<file path="src/rtl/nand_cpu_pkg.sv">
// Shared branch-path types: prediction-queue entry and BTB feedback record.
// Pure declarations; no logic, no latency.
`ifndef PC_SIZE
`define PC_SIZE 16
`endif

package nand_cpu_pkg;

  localparam int PC_SIZE = `PC_SIZE;

  typedef struct packed {
    logic [PC_SIZE-1:0] pc;
    logic               pred_hit;
    logic [PC_SIZE-1:0] pred_target;
  } pq_entry_t;

  typedef struct packed {
    logic               hit;
    logic [PC_SIZE-1:0] pc;
    logic [PC_SIZE-1:0] target;
  } btb_fb_t;

  // Fall-through PC; all-ones wraps to zero.
  function automatic logic [PC_SIZE-1:0] pc_next(input logic [PC_SIZE-1:0] pc);
    return pc + 1'b1;
  endfunction

endpackage

</file>
<file path="src/rtl/branch_resolution_unit_pred_queue.sv">
// In-order ring FIFO of predicted branches with single-edge flush.
// Push ignored when full or flushing; pop ignored when empty; head is read combinationally.
module pred_queue #(
  parameter int WIDTH = 8,
  parameter int DEPTH = 4
) (
  input  logic             clk,
  input  logic             rst,
  input  logic             push,
  input  logic [WIDTH-1:0] push_data,
  input  logic             pop,
  input  logic             flush,
  output logic [WIDTH-1:0] head_data,
  output logic             full,
  output logic             empty
);

  localparam int AW = $clog2(DEPTH);

  logic [WIDTH-1:0] mem [DEPTH];
  logic [AW-1:0]    head;
  logic [AW-1:0]    tail;
  logic [AW:0]      count;
  logic             do_push;
  logic             do_pop;

  assign full      = (count == (AW+1)'(DEPTH));
  assign empty     = (count == '0);
  assign do_push   = push & ~full & ~flush;
  assign do_pop    = pop & ~empty;
  assign head_data = mem[head];

  // DEPTH is a power of two, so the pointers wrap on natural overflow.
  always_ff @(posedge clk) begin
    if (rst || flush) begin
      head  <= '0;
      tail  <= '0;
      count <= '0;
    end else begin
      if (do_push) tail <= tail + 1'b1;
      if (do_pop)  head <= head + 1'b1;
      case ({do_push, do_pop})
        2'b10:   count <= count + 1'b1;
        2'b01:   count <= count - 1'b1;
        default: count <= count;
      endcase
    end
  end

  always_ff @(posedge clk) begin
    if (do_push) mem[tail] <= push_data;
  end

endmodule

</file>
<file path="src/rtl/branch_resolution_unit.sv">
// Checks queued branch predictions against execute outcomes; drives BTB update and fetch redirect.
// Outputs registered one cycle after a resolve; decode stalls only when the queue is full.
module branch_resolution_unit
  import nand_cpu_pkg::*;
#(
  parameter int PC_W     = `PC_SIZE,
  parameter int PQ_DEPTH = 4,
  parameter int CNT_W    = 16
) (
  input  logic             clk,
  input  logic             rst,
  input  logic             dec_valid,
  input  logic [PC_W-1:0]  dec_pc,
  input  logic             dec_pred_hit,
  input  logic [PC_W-1:0]  dec_pred_target,
  output logic             dec_stall,
  input  logic             ex_valid,
  input  logic             ex_taken,
  input  logic [PC_W-1:0]  ex_target,
  input  logic             ext_flush,
  output logic             fb_hit,
  output logic [PC_W-1:0]  fb_pc,
  output logic [PC_W-1:0]  fb_target,
  output logic             redirect_valid,
  output logic [PC_W-1:0]  redirect_pc,
  output logic             err_underflow,
  output logic [CNT_W-1:0] stat_branches,
  output logic [CNT_W-1:0] stat_mispredicts
);

  pq_entry_t push_entry;
  pq_entry_t head;
  btb_fb_t   fb_q;
  logic      q_full;
  logic      q_empty;
  logic      resolve;
  logic      mispredict;
  logic      flush;

  assign push_entry = '{pc: dec_pc, pred_hit: dec_pred_hit, pred_target: dec_pred_target};

  assign resolve    = ex_valid & ~q_empty;
  assign mispredict = (head.pred_hit != ex_taken) ||
                      (head.pred_hit && ex_taken && (head.pred_target != ex_target));
  // Wrong-path decode in the flush cycle is dropped inside the queue.
  assign flush      = (resolve & mispredict) | ext_flush;
  assign dec_stall  = q_full;

  pred_queue #(
    .WIDTH ($bits(pq_entry_t)),
    .DEPTH (PQ_DEPTH)
  ) u_pred_queue (
    .clk       (clk),
    .rst       (rst),
    .push      (dec_valid),
    .push_data (push_entry),
    .pop       (resolve),
    .flush     (flush),
    .head_data (head),
    .full      (q_full),
    .empty     (q_empty)
  );

  assign fb_hit    = fb_q.hit;
  assign fb_pc     = fb_q.pc;
  assign fb_target = fb_q.target;

  always_ff @(posedge clk) begin
    if (rst) begin
      fb_q             <= '0;
      redirect_valid   <= 1'b0;
      redirect_pc      <= '0;
      err_underflow    <= 1'b0;
      stat_branches    <= '0;
      stat_mispredicts <= '0;
    end else begin
      fb_q.hit       <= 1'b0;
      redirect_valid <= 1'b0;
      if (resolve) begin
        fb_q           <= '{hit: ex_taken, pc: head.pc, target: ex_target};
        redirect_valid <= mispredict;
        redirect_pc    <= ex_taken ? ex_target : pc_next(head.pc);
        if (stat_branches != '1) stat_branches <= stat_branches + 1'b1;
        if (mispredict && (stat_mispredicts != '1)) stat_mispredicts <= stat_mispredicts + 1'b1;
      end
      if (ex_valid && q_empty) err_underflow <= 1'b1;
    end
  end

endmodule
</file>
<file path="config.mk">
export PLATFORM = sky130hd
export DESIGN_NAME = branch_resolution_unit
export DESIGN_NICKNAME = d
export VERILOG_FILES = /design/src/rtl/nand_cpu_pkg.sv /design/src/rtl/branch_resolution_unit_pred_queue.sv /design/src/rtl/branch_resolution_unit.sv
export SDC_FILE = /design/constraint.sdc
export NUM_CORES = 1
export LEC_CHECK = 0
export ABC_AREA = 1
export BUFFER_PORTS_ARGS = -buffer_cell sky130_fd_sc_hd__buf_2
export CORE_UTILIZATION = 25
export DETAILED_ROUTE_END_ITERATION = 7
export GPL_ROUTABILITY_DRIVEN = 0
export HOLD_SLACK_MARGIN = 0.03
export PLACE_DENSITY_LB_ADDON = 0.08
export SYNTH_ARGS = -nofsm -noshare
export SYNTH_HDL_FRONTEND = slang
export SYNTH_SLANG_ARGS = --single-unit
export TNS_END_PERCENT = 20
</file>
<file path="constraint.sdc">
create_clock -name clk -period 4.4 [get_ports clk]
set_input_delay 0.44 -clock clk [delete_from_list [all_inputs] [get_ports clk]]
set_output_delay 0.44 -clock clk [all_outputs]
set_load 0.02 [all_outputs]
</file>
# Word-level counts from Yosys, hierarchy flattened
# Memory sizes are Yosys's and may differ from the RTL's. A register that Yosys moved wholly into a read port is not among the register bits.
# Index checks and enable logic that the tools add are counted.
[totals] regBits=90 memories=1 ramBits=132 out_inout_bits=84 elab_cells=53
[op_classes] n_bitwise=10 n_eq_ne=7 muxes=6 add_sub_neg=7 n_reduce_logical=11
[mem_list] name="u_pred_queue.mem" words=4 word_bits=33 rd=1 rd_clocked_by_memory_dff=1 wr=1 line_no="branch_resolution_unit_pred_queue.sv:20" source="logic [WIDTH-1:0] mem [DEPTH];"
[op_table] operator="adder 16 x 1 -> 16 bit (second input constant)" n=3
[op_table] operator="inequality test 16 bit (second input constant)" n=2
[op_table] operator="2-to-1 mux 16 bit" n=1
[op_table] operator="inequality test 16 bit" n=1
[op_table] operator="case mux 3 bit (2 select lines)" n=1
[op_table] operator="AND 1 bit" n=5
[op_table] operator="adder 2 x 1 -> 2 bit (second input constant)" n=2
[op_table] operator="logical AND 1 bit" n=4
[op_table] operator="2-to-1 mux 2 bit" n=2
[op_table] operator="inverter 1 bit" n=4
[op_table] operator="AND reduction 2 bit" n=2
[op_table] operator="adder 3 x 1 -> 3 bit (second input constant)" n=1
[op_table] operator="== test 3 bit (second input constant)" n=1
[op_table] operator="zero test 3 bit" n=1
[op_table] operator="subtractor 3 x 1 -> 3 bit (second input constant)" n=1
[op_table] operator="== test 2 x 1 -> 1 bit (second input constant)" n=1
[op_table] operator="== test 2 bit (second input constant)" n=1
[op_table] operator="logical OR 1 bit" n=2
[op_table] operator="2-to-1 mux 1 bit" n=2
[op_table] operator="nonzero test 2 bit" n=1
[op_table] operator="OR reduction 2 bit" n=1
[op_table] operator="inequality test 1 bit" n=1
[op_table] operator="bitwise OR 1 bit" n=1

# Logic depth before layout (Yosys ltp)
[depth] depth_word=9 mapped_depth=23

# Cells and area by module
# Synthesis repeated with hierarchy kept, for this count alone.
[hier_totals] hier_cells=1066 hier_area_um2=9793.1
[modules_own_cells] module="pred_queue" seq_area_each_um2=4144.0 instances=1 area_each_um2=5426.5 cells_each=394
[modules_own_cells] module="branch_resolution_unit" seq_area_each_um2=1661.6 instances=1 area_each_um2=4366.7 cells_each=672

# Worst setup path before layout
# Ideal clock, no wire load.
[synth_path] path_type="reg2reg" startpoint="reg (tool-made name)" endpoint="mem u_pred_queue.mem[0][0] in the netlist's numbering (enable)" path_slack_ns=0.880 required_time_ns=3.977 path_buffers=4 synth_period_minus_slack_ns=3.520 setup_time_ns=0.423 arrival_ns=3.097 stages_incl_launch_ff=13 cell_sequence="dfxtp_1 > buf_6 > buf_6 > buf_6 > buf_6 > o21ai_0 > o22ai_1 > ha_1 > inv_1 > nand2_4 > nand2_2 > nand3_2 > nor2_1"
[synth_lines] element="end, declared" line_no="branch_resolution_unit_pred_queue.sv:20"

==> impl_results.md <==
- Status: finished, final reports clean
- Largest net degree at the start of global routing: 64
- Leak: around 4.8 nW
- CP Launch Type: flop
- WP data required: 4.88 ns
- Area Overhead vs Synth: 21.4%
- Initial antenna violation count: 0
- Post-synthesis mux area share: 0
- Yosys top cell area share: 0.405
- Clock Tree Root: clkbuf_16
- Sink Count: around 220
- Syn. warnings: 0
- Cell variety after synth: 44
- Die area: 0.0400 mm^2
- Total Power: 4.83 mW
- DRT Pass-1 Iters: 4
- #FFs+latches synth: 224
- Hold path start: dec_pred_target[12]
- Setup crit end kind: flop
- CTS clock-pin slew for the worst setup and hold paths: 0.06 ns
- WHS: 0.102 ns
- Vias in the first global route: roughly 7200
- Hold buffers post-CTS: 0
- Htree depth: 1
- TritonCTS Buffers: 27
- Hold Path Class: input port to flop
- I/O pin total: 139
- Peak VDD IR: roughly 0.29 mV
- PortBufs: roughly 140
- RSZ-0062 raised after global routing: false
- Starting Density: 0.253
- Design area: 0.0119 mm^2
- Post-synth EDFFs: 132
- Synth Cell Area: between 0.009 and 0.01 mm^2
- Layout cells sized above 1: 0.188
- Wire per inst: 17.5 um
- Skew-Pair Late Insertion Delay: 0.56 ns
- Final number of setup-violating endpoints: 0
- Initial DRC Count: 322
- GR Util All Layers: 0.152
- Core Area: just under 0.04 mm^2
- CTS tree: built
- Clock buffer depth: 3
- Max cap viols: 0
- Clock skew: 0.0153 ns
- Main flop type after synthesis: edfxtp_1
- Routed Antenna Nets: 0
- Wirelength, routed: 30.2 mm
- Final count of hold timing violations: 0
- Fmax: 289 MHz
- Vert. Die Dim: about 200 um
- Vias per cell: ~4.4
- Number of core rows: 72
- Post-DP HPWL: 20.6 mm
- Grt ovf: 0
- Avg Synthesized Cell Area: 9.33 um^2
- Seq/Total Area, Yosys: 0.593
- Post-route DRC violation count: 0
- XOR/XNOR Fraction of Synth Area: 0.0170
- Synth Area in Adders: 0.0135
- First-pass GRT wire length: 45.3 mm
- Area contributors post-synth: edfxtp_1 (40%), dfxtp_1 (19%), nand2_1 (10%)
- Main combinational cell family by area after synthesis: simple AND/OR/NAND/NOR gates
- Die width: 200 um
- Slew Limit Fails: 0
- Post-synth net total: 1114
- Slew HR: 0.590
- Mapped Cells: 1049
- Power Dens Cells: 407 mW/mm^2
- Synth Area in Compound Gates: 0.0870
- Fin crit share: 0.785
- Placed Area: roughly 0.011 mm^2
- Synth area leader: edfxtp_1
- CP Class: flop to flop
- # nets final: 1253
- Post-synthesis simple-gate area fraction: 0.227
- Slew @ Worst Pin: around 0.61 ns
- Routed vias: 7632
- Largest fanout on the critical path: 26
- Synth async-reset ratio: 0
- Crit path DAT: 3.94 ns
- Post-CTS Resized: 0
- Min Tclk post-route: 3.46 ns
- Setup TNS: 0 ns
- Setup Fix Bufs, Post-CTS: 0
-- cells by family (layout without fill, tap and decap cells) --
logic type / after synthesis / count (layout)
buffers and inverters: 130 / 290
adder cells (fa/ha/maj): 10 / 10
AO/OA/AOI/OAI: 159 / 159
XOR/XNOR: 19 / 19
AND/OR/NAND/NOR: 507 / 507
other: 0 / 1
flip-flops: 224 / 224
-- cell usage in the layout, fill, tap and decap left out, types with 3 or more instances in the layout --
| master | netlist | routed |
|---|---|---|
| nor2_1 | 79 | 75 |
| a31oi_1 | 4 | 4 |
| clkbuf_16 | 0 | 27 |
| bufinv_16 | 0 | 3 |
| nand3_1 | 94 | 94 |
| inv_1 | 81 | 81 |
| buf_2 | 6 | 138 |
| nand3b_1 | 5 | 5 |
| xor2_1 | 15 | 15 |
| nor4_1 | 5 | 5 |
| dfxtp_1 | 92 | 91 |
| nor3b_1 | 3 | 3 |
| nor2_4 | 1 | 5 |
| edfxtp_1 | 132 | 132 |
| nand4_1 | 20 | 20 |
| clkinv_1 | 0 | 4 |
| nand2_2 | 5 | 5 |
| buf_4 | 6 | 17 |
| o21ai_0 | 67 | 67 |
| inv_2 | 3 | 3 |
| ha_1 | 9 | 9 |
| a21oi_1 | 75 | 75 |
| clkinvlp_4 | 0 | 4 |
| nor3_1 | 13 | 13 |
| nand2_1 | 271 | 271 |
| xnor2_1 | 4 | 4 |
| clkinv_2 | 0 | 7 |
-- power by group --
| group | switching (mW) | internal [mW] | leakage (nW) |
|---|---|---|---|
| registers | 0.0198 | 2.27 | 1.94 |
| clock network | 0.923 | 1.30 | 0.424 |
| logic | 0.228 | 0.0928 | 2.38 |
| total | 1.17 | 3.66 | 4.75 |
-- metrics by stage --
stage / worst slack, ns / instances / utilization
floorplan: 0.880 / 1049 / -
global placement: 0.990 / 1677 / 0.285
finish: 0.944 / 1728 / 0.308
global route: 0.602 / 1727 / 0.308
CTS: 0.921 / 1727 / 0.308
detailed placement: 0.957 / 1677 / 0.285
-- cell usage after synthesis, types with 3 or more instances --
cell and number:
nand4_1 20, xnor2_1 4, buf_4 6, nor3b_1 3
inv_2 3, nand3b_1 5, nand3_1 94, nand2_2 5
ha_1 9, nor2_1 79, edfxtp_1 132, nor4_1 5
o21ai_0 67, nand2_1 271, nor3_1 13, xor2_1 15
buf_6 11, a31oi_1 4, buf_2 6, inv_1 81
a21oi_1 75, clkbuf_1 20, dfxtp_1 92
-- sequential cells by signal (all words and copies together) (netlist names), named ones only --
signal	cells
stat_branches	16
u_pred_queue.mem	132
fb_hit	1
err_underflow	1
fb_pc	16
u_pred_queue.count	3
fb_target	16
u_pred_queue.head	2
redirect_valid	1
redirect_pc	16
stat_mispredicts	16
u_pred_queue.tail	2
-- critical path: stages, from the launching register on --
cell	delay (ns)
dfxtp_2	0.40
buf_4	0.33
nand2_1	0.09
nand3_1	0.11
nand2_1	0.06
nand2_1	0.05
nand2_1	0.09
nor2_1	0.12
nand2_1	0.07
nor2_1	0.24
nand2_1	0.15
nand2_2	0.10
nand2_4	0.15
nand2_2	0.15
nand3_2	0.23
ha_1	0.27
inv_1	0.09
fa_1	0.41
nor2_1	0.11
a21oi_1	0.05
nor2_1	0.10
-- path summary, 6_finish.rpt --
check        cells past startpoint                       to  slack, ns
min reg2reg                      1            err_underflow       0.46
min                              1  u_pred_queue.mem[1][12]       0.10
max                             20    u_pred_queue.count[1]       0.94
max reg2reg                     20    u_pred_queue.count[1]       0.94
-- layout make-up --
class / count / area [um^2]
fill: 4086 / 26800
inverter: 85 / 327
timing repair buffer: 155 / 818
clock buffer: 29 / 683
clock inverter: 21 / 196
multi-input combinational: 695 / 3410
antenna: 1 / 2.50
tap: 518 / 648
sequential: 224 / 5810
-- routing by layer --
layer	part of all wire	track usage	routed length (um)	up-vias
met4	0.017	0.0390	511	0
met1	0.48	0.210	14500	3607
li1	-	-	-	3851
met2	0.46	0.248	13900	142
met3	0.043	0.0232	1310	32
met5	0	0	0	-
Note: power is estimated with default switching activity, not from simulation.
